File: config.mk
export PLATFORM = sky130hd
export DESIGN_NAME = ip_decode8
export DESIGN_NICKNAME = d
export VERILOG_FILES = /design/src/rtl/ip_decode8.sv
export SDC_FILE = /design/constraint.sdc
export NUM_CORES = 1
export LEC_CHECK = 0
export ABC_AREA = 1
export BUFFER_PORTS_ARGS = -buffer_cell sky130_fd_sc_hd__buf_2
export CAP_MARGIN = 20
export CORE_MARGIN = 3
export CORE_UTILIZATION = 55
export CTS_CLUSTER_SIZE = 14
export DETAILED_ROUTE_END_ITERATION = 7
export GPL_ROUTABILITY_DRIVEN = 0
export PLACE_DENSITY = 0.85
export SLEW_MARGIN = 5
export SYNTH_ARGS = -nofsm -noshare
export SYNTH_HDL_FRONTEND = slang
export SYNTH_SLANG_ARGS = --single-unit
File: constraint.sdc
create_clock -name clk -period 2.3 [get_ports clk]
set_clock_uncertainty 0.1 [all_clocks]
set_input_delay 0 -clock clk [delete_from_list [all_inputs] [get_ports clk]]
set_output_delay 0 -clock clk [all_outputs]
set_load 0.02 [all_outputs]
File: src/rtl/ip_decode8.sv
// Byte-serial IPv4 header decoder: parses a 20-byte header, validates it, then forwards or drops the payload.
// Define IP_DECODE_CHECKSUM_EN to build the header checksum accumulator and include it in the validity check.
module ip_decode8 #(
    parameter int AVL_SIZE  = 8,
    parameter int BYTE_SIZE = 8,
    parameter int IP_SIZE   = 32,
    parameter int HDR_BYTES = 20
) (
    input  logic                 clk,
    input  logic                 sync_reset,
    input  logic                 start,
    input  logic                 run,
    input  logic [AVL_SIZE-1:0]  data_in,
    output logic [15:0]          packet_length,
    output logic [BYTE_SIZE-1:0] protocol,
    output logic [IP_SIZE-1:0]   src_ip,
    output logic [IP_SIZE-1:0]   dst_ip,
    output logic                 header_done,
    output logic                 header_ok,
    output logic [AVL_SIZE-1:0]  data_out,
    output logic                 data_valid,
    output logic                 data_last
);

    localparam logic [1:0] IDLE    = 2'd0;
    localparam logic [1:0] HEADER  = 2'd1;
    localparam logic [1:0] PAYLOAD = 2'd2;
    localparam logic [1:0] DROP    = 2'd3;

    localparam logic [15:0] HDR_LEN  = 16'(HDR_BYTES);
    localparam logic [4:0]  LAST_IDX = 5'(HDR_BYTES - 1);

    logic [1:0]          state;
    logic [4:0]          byte_cnt;
    logic [BYTE_SIZE-1:0] byte0;
    logic [15:0]         remaining;

    logic        restart;
    logic        ver_ok;
    logic        len_ok;
    logic        csum_ok;
    logic        hdr_ok;
    logic [15:0] payload_len;

    assign restart     = start & run;
    assign ver_ok      = (byte0 == 8'h45);
    assign len_ok      = (packet_length >= HDR_LEN);
    assign hdr_ok      = ver_ok & len_ok & csum_ok;
    assign payload_len = packet_length - HDR_LEN;

`ifdef IP_DECODE_CHECKSUM_EN
    logic [31:0] acc;
    logic [31:0] sum;
    logic [16:0] f1;
    logic [15:0] fold;

    // Byte 18 is already in acc as a high half, so only the last low half is added here.
    assign sum     = acc + 32'(data_in);
    assign f1      = {1'b0, sum[15:0]} + {1'b0, sum[31:16]};
    assign fold    = f1[15:0] + {15'd0, f1[16]};
    assign csum_ok = (fold == 16'hFFFF);

    always_ff @(posedge clk) begin
        if (sync_reset) begin
            acc <= '0;
        end else if (restart) begin
            acc <= {16'd0, data_in, 8'd0};
        end else if (run && state == HEADER) begin
            if (byte_cnt[0])
                acc <= acc + 32'(data_in);
            else
                acc <= acc + {16'd0, data_in, 8'd0};
        end
    end
`else
    assign csum_ok = 1'b1;
`endif

    always_ff @(posedge clk) begin
        if (sync_reset) begin
            state         <= IDLE;
            byte_cnt      <= '0;
            byte0         <= '0;
            remaining     <= '0;
            packet_length <= '0;
            protocol      <= '0;
            src_ip        <= '0;
            dst_ip        <= '0;
            header_done   <= 1'b0;
            header_ok     <= 1'b0;
            data_out      <= '0;
            data_valid    <= 1'b0;
            data_last     <= 1'b0;
        end else begin
            // NOTE: pulse outputs default low so they last exactly one cycle per event.
            header_done <= 1'b0;
            data_valid  <= 1'b0;
            data_last   <= 1'b0;

            if (restart) begin
                state     <= HEADER;
                byte_cnt  <= 5'd1;
                byte0     <= data_in;
                header_ok <= 1'b0;
            end else if (run) begin
                case (state)
                    HEADER: begin
                        byte_cnt <= byte_cnt + 5'd1;
                        case (byte_cnt)
                            5'd2:  packet_length[15:8] <= data_in;
                            5'd3:  packet_length[7:0]  <= data_in;
                            5'd9:  protocol            <= data_in;
                            5'd12: src_ip[31:24]       <= data_in;
                            5'd13: src_ip[23:16]       <= data_in;
                            5'd14: src_ip[15:8]        <= data_in;
                            5'd15: src_ip[7:0]         <= data_in;
                            5'd16: dst_ip[31:24]       <= data_in;
                            5'd17: dst_ip[23:16]       <= data_in;
                            5'd18: dst_ip[15:8]        <= data_in;
                            5'd19: dst_ip[7:0]         <= data_in;
                            default: ;
                        endcase
                        if (byte_cnt == LAST_IDX) begin
                            header_done <= 1'b1;
                            header_ok   <= hdr_ok;
                            if (len_ok && packet_length != HDR_LEN) begin
                                state     <= hdr_ok ? PAYLOAD : DROP;
                                remaining <= payload_len;
                            end else begin
                                state     <= IDLE;
                                remaining <= '0;
                            end
                        end
                    end
                    PAYLOAD: begin
                        data_out   <= data_in;
                        data_valid <= 1'b1;
                        data_last  <= (remaining == 16'd1);
                        remaining  <= remaining - 16'd1;
                        if (remaining == 16'd1)
                            state <= IDLE;
                    end
                    DROP: begin
                        remaining <= remaining - 16'd1;
                        if (remaining == 16'd1)
                            state <= IDLE;
                    end
                    default: ;
                endcase
            end
        end
    end

endmodule
==> parameters.txt, run 1 <==
Parameter                              Value

Status
  Status    finished clean

Detailed routing
  Routed length per instance    15.5 um
  Ratio of routed vias to standard cells    around 5.4
  Detailed router's first-iteration violation count    530
  First-pass detailed-route iteration total    6
  DRC viols    0
  Via Count    around 5,500
  Wire length reported by the detailed router    roughly 16 mm
  Post-route ant nets    0

Power and ir drop
  Part of the total power dissipated in sequential elements    43.1%
  Switch Pwr    1.29 mW
  PD cells    about 780 nW/um^2
  Leakage dissipation    3.36 nW
  Power share of the clock group    50.9%
  Highest ir drop seen on vdd    approximately 0.58 mV
  Total internal power    4.07 mW
  Combinational fraction of design power    a little over 6%
  Switching Fraction    24.1%

Global route
  Residual overflow from global routing    0
  Global Route Usage Sum    27.5%
  Antenna violations before repair    0
  Via count of the first global-routing pass    ~5,100
  Maximum number of pins on one net before global-route repair    59
  First-pass GRT wire length    roughly 25 mm

Setup path
  Logic depth of the worst register-to-register path    6
  Crit Path Max Fanout    16
  Setup crit start kind    flip-flop
  Cell breakdown of the critical path    nor2_4 -> nand2_4 -> nor2_8 -> nand3_1 -> o21ai_0 -> a21oi_1
  Required time worst endpoint    2.57 ns
  Register-to-register setup slack    0.23 ns
  Worst setup path category    reg -> reg
  FF-to-FF End    packet_length[2]
  Kind of capture point of the worst setup path    flip-flop
  CP max-delay cell    dfxtp_1
  Launch point of the worst reg-to-reg path    state[1]
  Data arrival time of the critical path    approximately 2.3 ns
  Max incr delay on CP    0.50 ns

Clock tree
  CTS tree    built
  Max clock buf depth    2
  Clock Sinks    roughly 130
  Num CTS Buffers    17
  Source-to-sink clock delay at the later pin of the worst-skew pair    between 0.5 and 0.6 ns
  H-tree depth    4
  Clk slew on worst S/H paths    0.06 ns
  CTS resizes    0
  CTS root buffer    clkbuf_8

Place
  Detail Placement HPWL    10.2 mm
  Count of buffers inserted at the top-level ports    around 110

Die
  Die Width    about 110 um
  Die footprint    11,400 sq um
  Effective utilization at floorplan    56.9%
  Total core area    just under 10,000 sq um
  Vert. Die Dim    107 um
  Number of placed I/O pins    between 100 and 150
  Number of placement rows    36

Synthesis
  Netlist cell types    25
  YS warnings    0
  Seq cells post-synth    roughly 130
  Cells after synthesis    747
  Per-instance average area after synthesis    7.47 sq um
  Synth Net Count    768
  Sequential cell area fraction in the yosys report    47.0%
  Area of the mapped netlist    around 5600 sq um

STA
  Count of pins over their slew limit    0
  Setup violations, final    0
  Hold violation total from the final report    0
  Fin crit share    89.9%
  Pin slew with the least headroom to its limit    about 0.60 ns
  Worst relative slew slack    59.9%
  Period minus WS final    2.07 ns
  RSZ-0062 raised after global routing    false
  Highest attainable clock frequency    roughly 480 MHz
  Accumulated negative setup slack    0 ns

Cells and area
  Antenna Cells    0
  Top library cells by usage in the layout, fill and taps aside    a21oi_1 (131), dfxtp_1 (131), buf_2 (111)
  Number of nets in the final layout    881
  Share of final-layout standard cells stronger than drive strength 1    between 10% and 20%
  Core utilization of the finished layout    approximately 70%
  Area grow syn2layout    23.6%

Worst hold path
  Hold Path Sink    packet_length[6]
  Hold path cells    4
  Hold Path Origin    data_in[6]
  Hold WC Path Type    in -> reg

Flow run
  Reported max-cap violation count    0
-- worst max-delay path, delay by kind of cell, from the launching register on --
kind	cells	cell delay (ns)
flops	1	0.50
simple gates	4	0.89
compound gates	2	0.45
-- flip-flops by register name, indices dropped and copies added (netlist names) --
signal,count
packet_length,16
data_valid,1
header_ok,1
byte0,8
protocol,8
data_last,1
header_done,1
byte_cnt,5
dst_ip,32
src_ip,32
remaining,16
state,2
data_out,8
-- stage by stage --
stage / power (mW) / cells / cell area (sq um) / setup slack [ns] / hold slack [ns]
2_1_floorplan: 2.57 / 747 / 5580 / 0.427 / 0.0462
3_3_place_gp: 2.65 / 963 / 6190 / 0.385 / 0.213
3_5_place_dp: 2.66 / 963 / 6190 / 0.326 / 0.222
4_1_cts: 5.37 / 1006 / 6900 / 0.271 / 0.244
5_1_grt: 5.53 / 1006 / 6900 / 0.0380 / 0.291
6_report: 5.36 / 1006 / 6900 / 0.232 / 0.261
-- kinds of logic (layout without fill, tap and decap cells) --
logic type / Yosys count / in the layout / share of synthesized area [%]
adders and majority gates: 9 / 9 / 2.02
AOI/OAI and AO/OA: 262 / 262 / 23.6
xor gates and xnor gates: 6 / 6 / 0.941
and+or+nand+nor: 219 / 219 / 17.7
DFF: 131 / 131 / 47.0
buffers and inverters: 120 / 246 / 8.76
-- power by group through the flow --
stage	Combinational [mW]	Clock, mW	Sequential, mW
detailed placement	0.300	0	2.36
global placement	0.296	0	2.36
finish	0.325	2.73	2.31
floorplan	0.218	0	2.36
CTS	0.320	2.74	2.31
global route	0.366	2.86	2.31
-- cells in the mapped netlist --
master      n  area share (%)
o21bai_1    2            0.27
inv_1      71             4.8
nor2_8      1            0.36
nor3_1      4            0.36
nand3_2     1            0.18
buf_2      10            0.90
nor3b_1     1            0.13
clkbuf_1   19             1.3
xor2_1      6            0.94
a21oi_1   131              12
nand2_1    95             6.4
nand3_1    35             3.1
nor4_4      2            0.76
o21ai_1    20             1.8
nand4_1     6            0.67
clkinv_1    3            0.20
ha_1        9             2.0
inv_2      10            0.67
o21ai_0   109             9.8
nor2_1     67             4.5
dfxtp_1   131              47
nor2_4      4            0.81
or2_2       2            0.22
buf_4       7            0.94
nand2_4     1            0.20
-- per-layer routing --
layer  GRT usage, %  share of wire [%]  routed length, um
met3           8.01                8.9               1390
met2           44.6                 47               7310
met5              0                  0                  0
met1           35.2                 42               6610
met4           9.68                2.0                320
-- how the worst max path moves through the flow --
stage | from | slack [ns] | to
floorplan | packet_length[2] | 0.43 | remaining[11]
finish | state[1] | 0.23 | packet_length[2]
detailed placement | packet_length[2] | 0.33 | remaining[11]
global route | state[1] | 0.04 | packet_length[2]
CTS | packet_length[2] | 0.27 | remaining[10]
global placement | packet_length[2] | 0.38 | remaining[11]
-- area by class of cell --
class | instances | area, sq um
clock buffers | 19 | 422
clock inverters | 13 | 176
fillers | 766 | 2920
inverters | 84 | 315
multi-input cells | 496 | 2470
flip-flops and latches | 131 | 2620
well taps | 133 | 166
repair buffers | 130 | 726
-- repair_timing --
item,CTS,global route
setup endpoints to repair,0,0
hold buffers,11,0
hold endpoints to repair,120,0
buffers inserted,0,0
(Power assumes the default switching activity.)
==> run 2, diff against run 1 <==
--- a/config.mk
+++ b/config.mk
@@ -13,6 +13,8 @@
 export CTS_CLUSTER_SIZE = 14
 export DETAILED_ROUTE_END_ITERATION = 7
 export GPL_ROUTABILITY_DRIVEN = 0
+export HOLD_SLACK_MARGIN = 0.03
+export MAX_ROUTING_LAYER = met4
 export PLACE_DENSITY = 0.85
 export SLEW_MARGIN = 5
 export SYNTH_ARGS = -nofsm -noshare
==> run 2 against run 1 <==
Against the previous run: flip-flop and latch count stayed put; critical path depth up 2; hold slack improved by 0.033 ns; critical path type unchanged; largest power group unchanged.
==> parameters.txt, run 2 (synthesized netlist as in run 1, its figures left out) <==
Parameter                              Value

Cells and area
  Antenna Cells    0
  Share of final-layout standard cells stronger than drive strength 1    19.7%
  Fill cell instance count of the final layout    762
  Core utilization of the finished layout    a little over two thirds
  Most frequent standard cell in the layout excluding fill and tap cells    a21oi_1
  Top library cells by usage in the layout, fill and taps aside    a21oi_1 (131), dfxtp_1 (130), buf_2 (111)
  Regs by FF count    dst_ip: 32 flops, src_ip: 32 flops
  Area of the multi-input gates    2470 sq um
  Storage cell area    between 2000 and 3000 sq um
  Number of nets in the final layout    882
  Area grow syn2layout    23.8%

Setup path
  Launch point of the worst reg-to-reg path    state[1]
  Required time worst endpoint    2.60 ns
  Register-to-register setup slack    0.18 ns
  Crit Path Max Fanout    16
  Logic depth of the worst register-to-register path    8
  Setup crit start kind    flip-flop
  Kind of capture point of the worst setup path    flip-flop
  Data arrival time of the critical path    about 2.4 ns
  Worst setup path category    reg -> reg
  FF-to-FF End    packet_length[10]

Die
  Total core area    9820 sq um
  Die footprint    11,400 sq um
  Vert. Die Dim    about 110 um
  Die Width    107 um
  Number of placement rows    36
  Effective utilization at floorplan    56.9%
  Number of placed I/O pins    112

Flow run
  Reported max-cap violation count    0

Global route
  Global Route Usage Sum    28.8%
  First-pass GRT wire length    25.6 mm
  Antenna violations before repair    0
  Residual overflow from global routing    0
  Maximum number of pins on one net before global-route repair    59
  Via count of the first global-routing pass    5,213

Clock tree
  Clock Sinks    131
  CTS root buffer    clkbuf_8
  Source-to-sink clock delay at the later pin of the worst-skew pair    0.51 ns
  Max clock buf depth    2
  Clk slew on worst S/H paths    0.06 ns
  Number of buffers inserted to repair setup after CTS    0
  CTS tree    built
  Num CTS Buffers    17
  H-tree depth    4

Worst hold path
  Hold Path Origin    data_in[3]
  Hold path cells    4
  Hold WC Path Type    in -> reg
  Hold Path Sink    packet_length[3]

Power and ir drop
  Leakage dissipation    3.37 nW
  Highest ir drop seen on vdd    0.581 mV
  PD cells    between 700 and 800 nW/um^2

STA
  Worst relative slew slack    65.1%
  Highest attainable clock frequency    471 MHz
  Setup violations, final    0
  Period minus WS final    2.12 ns
  Fin crit share    around 90%
  Hold violation total from the final report    0
  Accumulated negative setup slack    0 ns
  Pin slew with the least headroom to its limit    0.521 ns
  Count of pins over their slew limit    0
  RSZ-0062 raised after global routing    false

Detailed routing
  Wire length reported by the detailed router    15.8 mm
  Detailed router's first-iteration violation count    498
  Via Count    about 5,500
  Ratio of routed vias to standard cells    5.50
  Post-route ant nets    0
  Routed length per instance    15.7 um
  DRC viols    0
  First-pass detailed-route iteration total    5

Place
  Count of buffers inserted at the top-level ports    111
  Detail Placement HPWL    10.2 mm

Status
  Status    finished clean
[run 2: cell types whose count changed in the layout (fill, tap and decap cells not counted), sizes merged]
cell         change
dlygate4sd3      +1
[run 2: repair_timing]
action / in CTS / in global routing
hold buffers: 12 / 0
resized for setup: 0 / 1
endpoints found under the setup margin: 0 / 2
endpoints found under the hold margin: 121 / 0
[run 2: worst max path at each step]
stage                           startpoint                 to
after floorplan           packet_length[2]      remaining[11]
after global placement    packet_length[2]      remaining[11]
after detailed placement  packet_length[2]      remaining[11]
after CTS                         state[1]  packet_length[10]
after global routing              state[1]  packet_length[10]
final                             state[1]  packet_length[10]
[run 2: cell type report]
class                      count  share of cell area (%)
sequential                   131                    38.0
multi-input combinational    496                    35.8
timing repair buffer         131                    10.6
clock buffer                  19                    6.10
inverter                      84                    4.56
clock inverter                13                    2.55
tap                          133                    2.41
[run 2: stage by stage]
step | cell area, sq um | cells | worst slack (ns) | hold slack, ns | power [mW]
2_1_floorplan | 5580 | 747 | 0.427 | 0.0462 | 2.57
3_3_place_gp | 6190 | 963 | 0.385 | 0.213 | 2.65
3_5_place_dp | 6190 | 963 | 0.326 | 0.222 | 2.66
4_1_cts | 6910 | 1007 | 0.0955 | 0.244 | 5.37
5_1_grt | 6910 | 1007 | 0.0585 | 0.299 | 5.54
6_report | 6910 | 1007 | 0.177 | 0.294 | 5.37
[run 2: metal layers]
metal | share of wire (%) | global-route usage [%] | up-vias
met5 | 0 | - | -
met4 | 1.9 | 10.2 | 0
met3 | 8.1 | 6.44 | 39
met2 | 47 | 45.3 | 259
met1 | 43 | 36.7 | 2529
li1 | - | - | 2709
[run 2: where the power goes]
| group | internal [mW] | switching, mW | leakage (nW) |
|---|---|---|---|
| clock | 1.68 | 1.06 | 0.293 |
| combinational | 0.104 | 0.222 | 2.01 |
| sequential | 2.29 | 0.0181 | 1.06 |
| total | 4.07 | 1.30 | 3.37 |
[run 2: worst max-delay path, cell delays in order (launching register included)]
cell           delay, ns
dfxtp_2             0.41
nor2_4              0.19
nand2_4             0.12
nor2_8              0.15
nand4_1             0.10
buf_4               0.21
o21ai_1             0.14
a21oi_1             0.05
dlygate4sd3_1       0.55
==> run 3, diff against run 2 <==
--- a/config.mk
+++ b/config.mk
@@ -8,6 +8,7 @@
 export ABC_AREA = 1
 export BUFFER_PORTS_ARGS = -buffer_cell sky130_fd_sc_hd__buf_2
 export CAP_MARGIN = 20
+export CORE_ASPECT_RATIO = 0.6
 export CORE_MARGIN = 3
 export CORE_UTILIZATION = 55
 export CTS_CLUSTER_SIZE = 14
==> run 3 against run 2 <==
Against the previous run: via count increased by 5.5%; combinational power rose by 6.7%; highest routed layer unchanged; sequential share of layout area increased by 0.18 points; flip-flop and latch count stayed put; sequential power barely moved; count of clock-buffer cells in the layout fell by 1; clock power shrank 3%; final cell count decreased by 0.70%; hold slack gained 0.067 ns.
==> parameters.txt, run 3 (synthesized netlist as in run 1, its figures left out) <==
Parameter                              Value

Detailed routing
  Detailed router's first-iteration violation count    936
  Via Count    5,839
  Ratio of routed vias to standard cells    5.84
  DRC viols    0
  Routed length per instance    approximately 18 um
  Post-route ant nets    0
  First-pass detailed-route iteration total    6
  Wire length reported by the detailed router    17.9 mm

Cells and area
  Storage cell area    between 2000 and 3000 sq um
  Area of the multi-input gates    between 2000 and 2500 sq um
  Share of final-layout standard cells stronger than drive strength 1    19.7%
  Top library cells by usage in the layout, fill and taps aside    a21oi_1 (131), dfxtp_1 (131), buf_2 (111)
  Regs by FF count    dst_ip: 32 flops, src_ip: 32 flops
  Fill cell instance count of the final layout    713
  Area grow syn2layout    23.2%
  Number of nets in the final layout    approximately 900
  Antenna Cells    0

Worst hold path
  Hold WC Path Type    reg -> reg

Status
  Status    finished clean

STA
  Highest attainable clock frequency    467 MHz
  Period minus WS final    2.14 ns
  Setup violations, final    0
  RSZ-0062 raised after global routing    false
  Fin crit share    93.1%
  Accumulated negative setup slack    0 ns
  Hold violation total from the final report    0
  Worst relative slew slack    49.6%
  Post-route setup slack    between 0.15 and 0.2 ns
  Pin slew with the least headroom to its limit    around 0.75 ns
  Count of pins over their slew limit    0

Die
  Effective utilization at floorplan    58.6%
  Number of placed I/O pins    roughly 110
  Vert. Die Dim    between 80 and 90 um
  Die Width    136 um
  Die footprint    11,400 sq um
  Total core area    between 9000 and 10,000 sq um
  Number of placement rows    27

Global route
  Antenna violations before repair    0
  First-pass GRT wire length    28.2 mm
  Residual overflow from global routing    0
  Maximum number of pins on one net before global-route repair    87
  Global Route Usage Sum    32.1%
  Via count of the first global-routing pass    5,427

Setup path
  Kind of capture point of the worst setup path    flip-flop
  Crit Path Max Fanout    6
  Data arrival time of the critical path    ~2.4 ns
  Worst setup path category    reg -> reg
  Register-to-register setup slack    approximately 0.16 ns
  Required time worst endpoint    2.55 ns
  Setup crit start kind    flip-flop

Clock tree
  Num CTS Buffers    17
  Number of buffers inserted to repair setup after CTS    0
  H-tree depth    4
  Clock Sinks    131
  Clk slew on worst S/H paths    0.06 ns
  Max clock buf depth    2
  Source-to-sink clock delay at the later pin of the worst-skew pair    a little over 0.4 ns
  CTS tree    built
  CTS root buffer    clkbuf_16

Place
  Detail Placement HPWL    12.0 mm
  Worst slack after detailed placement    ~0.17 ns
  Count of buffers inserted at the top-level ports    approximately 110

Power and ir drop
  Highest ir drop seen on vdd    0.622 mV
  Leakage dissipation    3.34 nW
  PD cells    773 nW/um^2

Flow run
  Reported max-cap violation count    0
==> run 3: changes by cell type in the layout (fill, tap and decap cells not counted), moves of 2 or more <==
cell      previous run  this run
clkinv_2             1         5
buf_4                8         5
clkbuf_1             2         0
inv_6                3         1
==> run 3: final cells by class <==
class,count,share of cell area (%)
Inverter,84,4.62
Clock inverter,13,1.98
Multi-Input combinational cell,496,36.0
Clock buffer,18,6.39
Sequential cell,131,38.1
Tap cell,130,2.37
Timing Repair Buffer,128,10.5
==> run 3: critical path, stage by stage, from the launching register on <==
cell and delay, ns:
dfxtp_1 0.38, inv_1 0.10, ha_1 0.23, inv_1 0.06
nand2_1 0.10, nand3_2 0.15, o21ai_0 0.10, nand2_1 0.15
nand2_2 0.13, a21oi_1 0.39, nor2_1 0.09, nor2_1 0.09
==> run 3: repair_timing <==
| action | CTS | global route |
|---|---|---|
| setup endpoints to repair | 0 | 2 |
| hold buffers | 11 | 0 |
| hold endpoints to repair | 49 | 0 |
| gates resized for setup | 0 | 2 |
==> run 3: power by group <==
part,switching [mW],internal (mW)
Clock,1.04,1.62
Sequential,0.0201,2.29
Combinational,0.242,0.106
Total,1.30,4.01
==> run 3: final timing paths <==
check | from | end | depth (start not counted)
max reg2reg | packet_length[2] | remaining[12] | 11
min reg2reg | byte0[7] | byte0[7] | 2
min | byte0[7] | byte0[7] | 2
max | packet_length[2] | remaining[12] | 11
==> run 3: per-layer routing <==
layer  GRT usage (%)  share of wire, %  vias to the layer above
li1                -                 -                     2707
met1            44.7                44                     2697
met2            45.7                43                      399
met3            7.71                12                       36
met4            10.7               1.9                        0
met5               -                 0                        -
==> run 3: metrics by stage <==
step	utilization, %	cell area (sq um)	instances	hold WS [ns]	power (mW)
floorplan	-	5580	747	0.0462	2.57
global placement	64.9	6180	958	0.223	2.66
detailed placement	64.9	6180	958	0.241	2.67
CTS	72.1	6870	1000	0.358	5.28
global route	72.2	6880	1000	0.376	5.47
finish	72.2	6880	1000	0.361	5.31
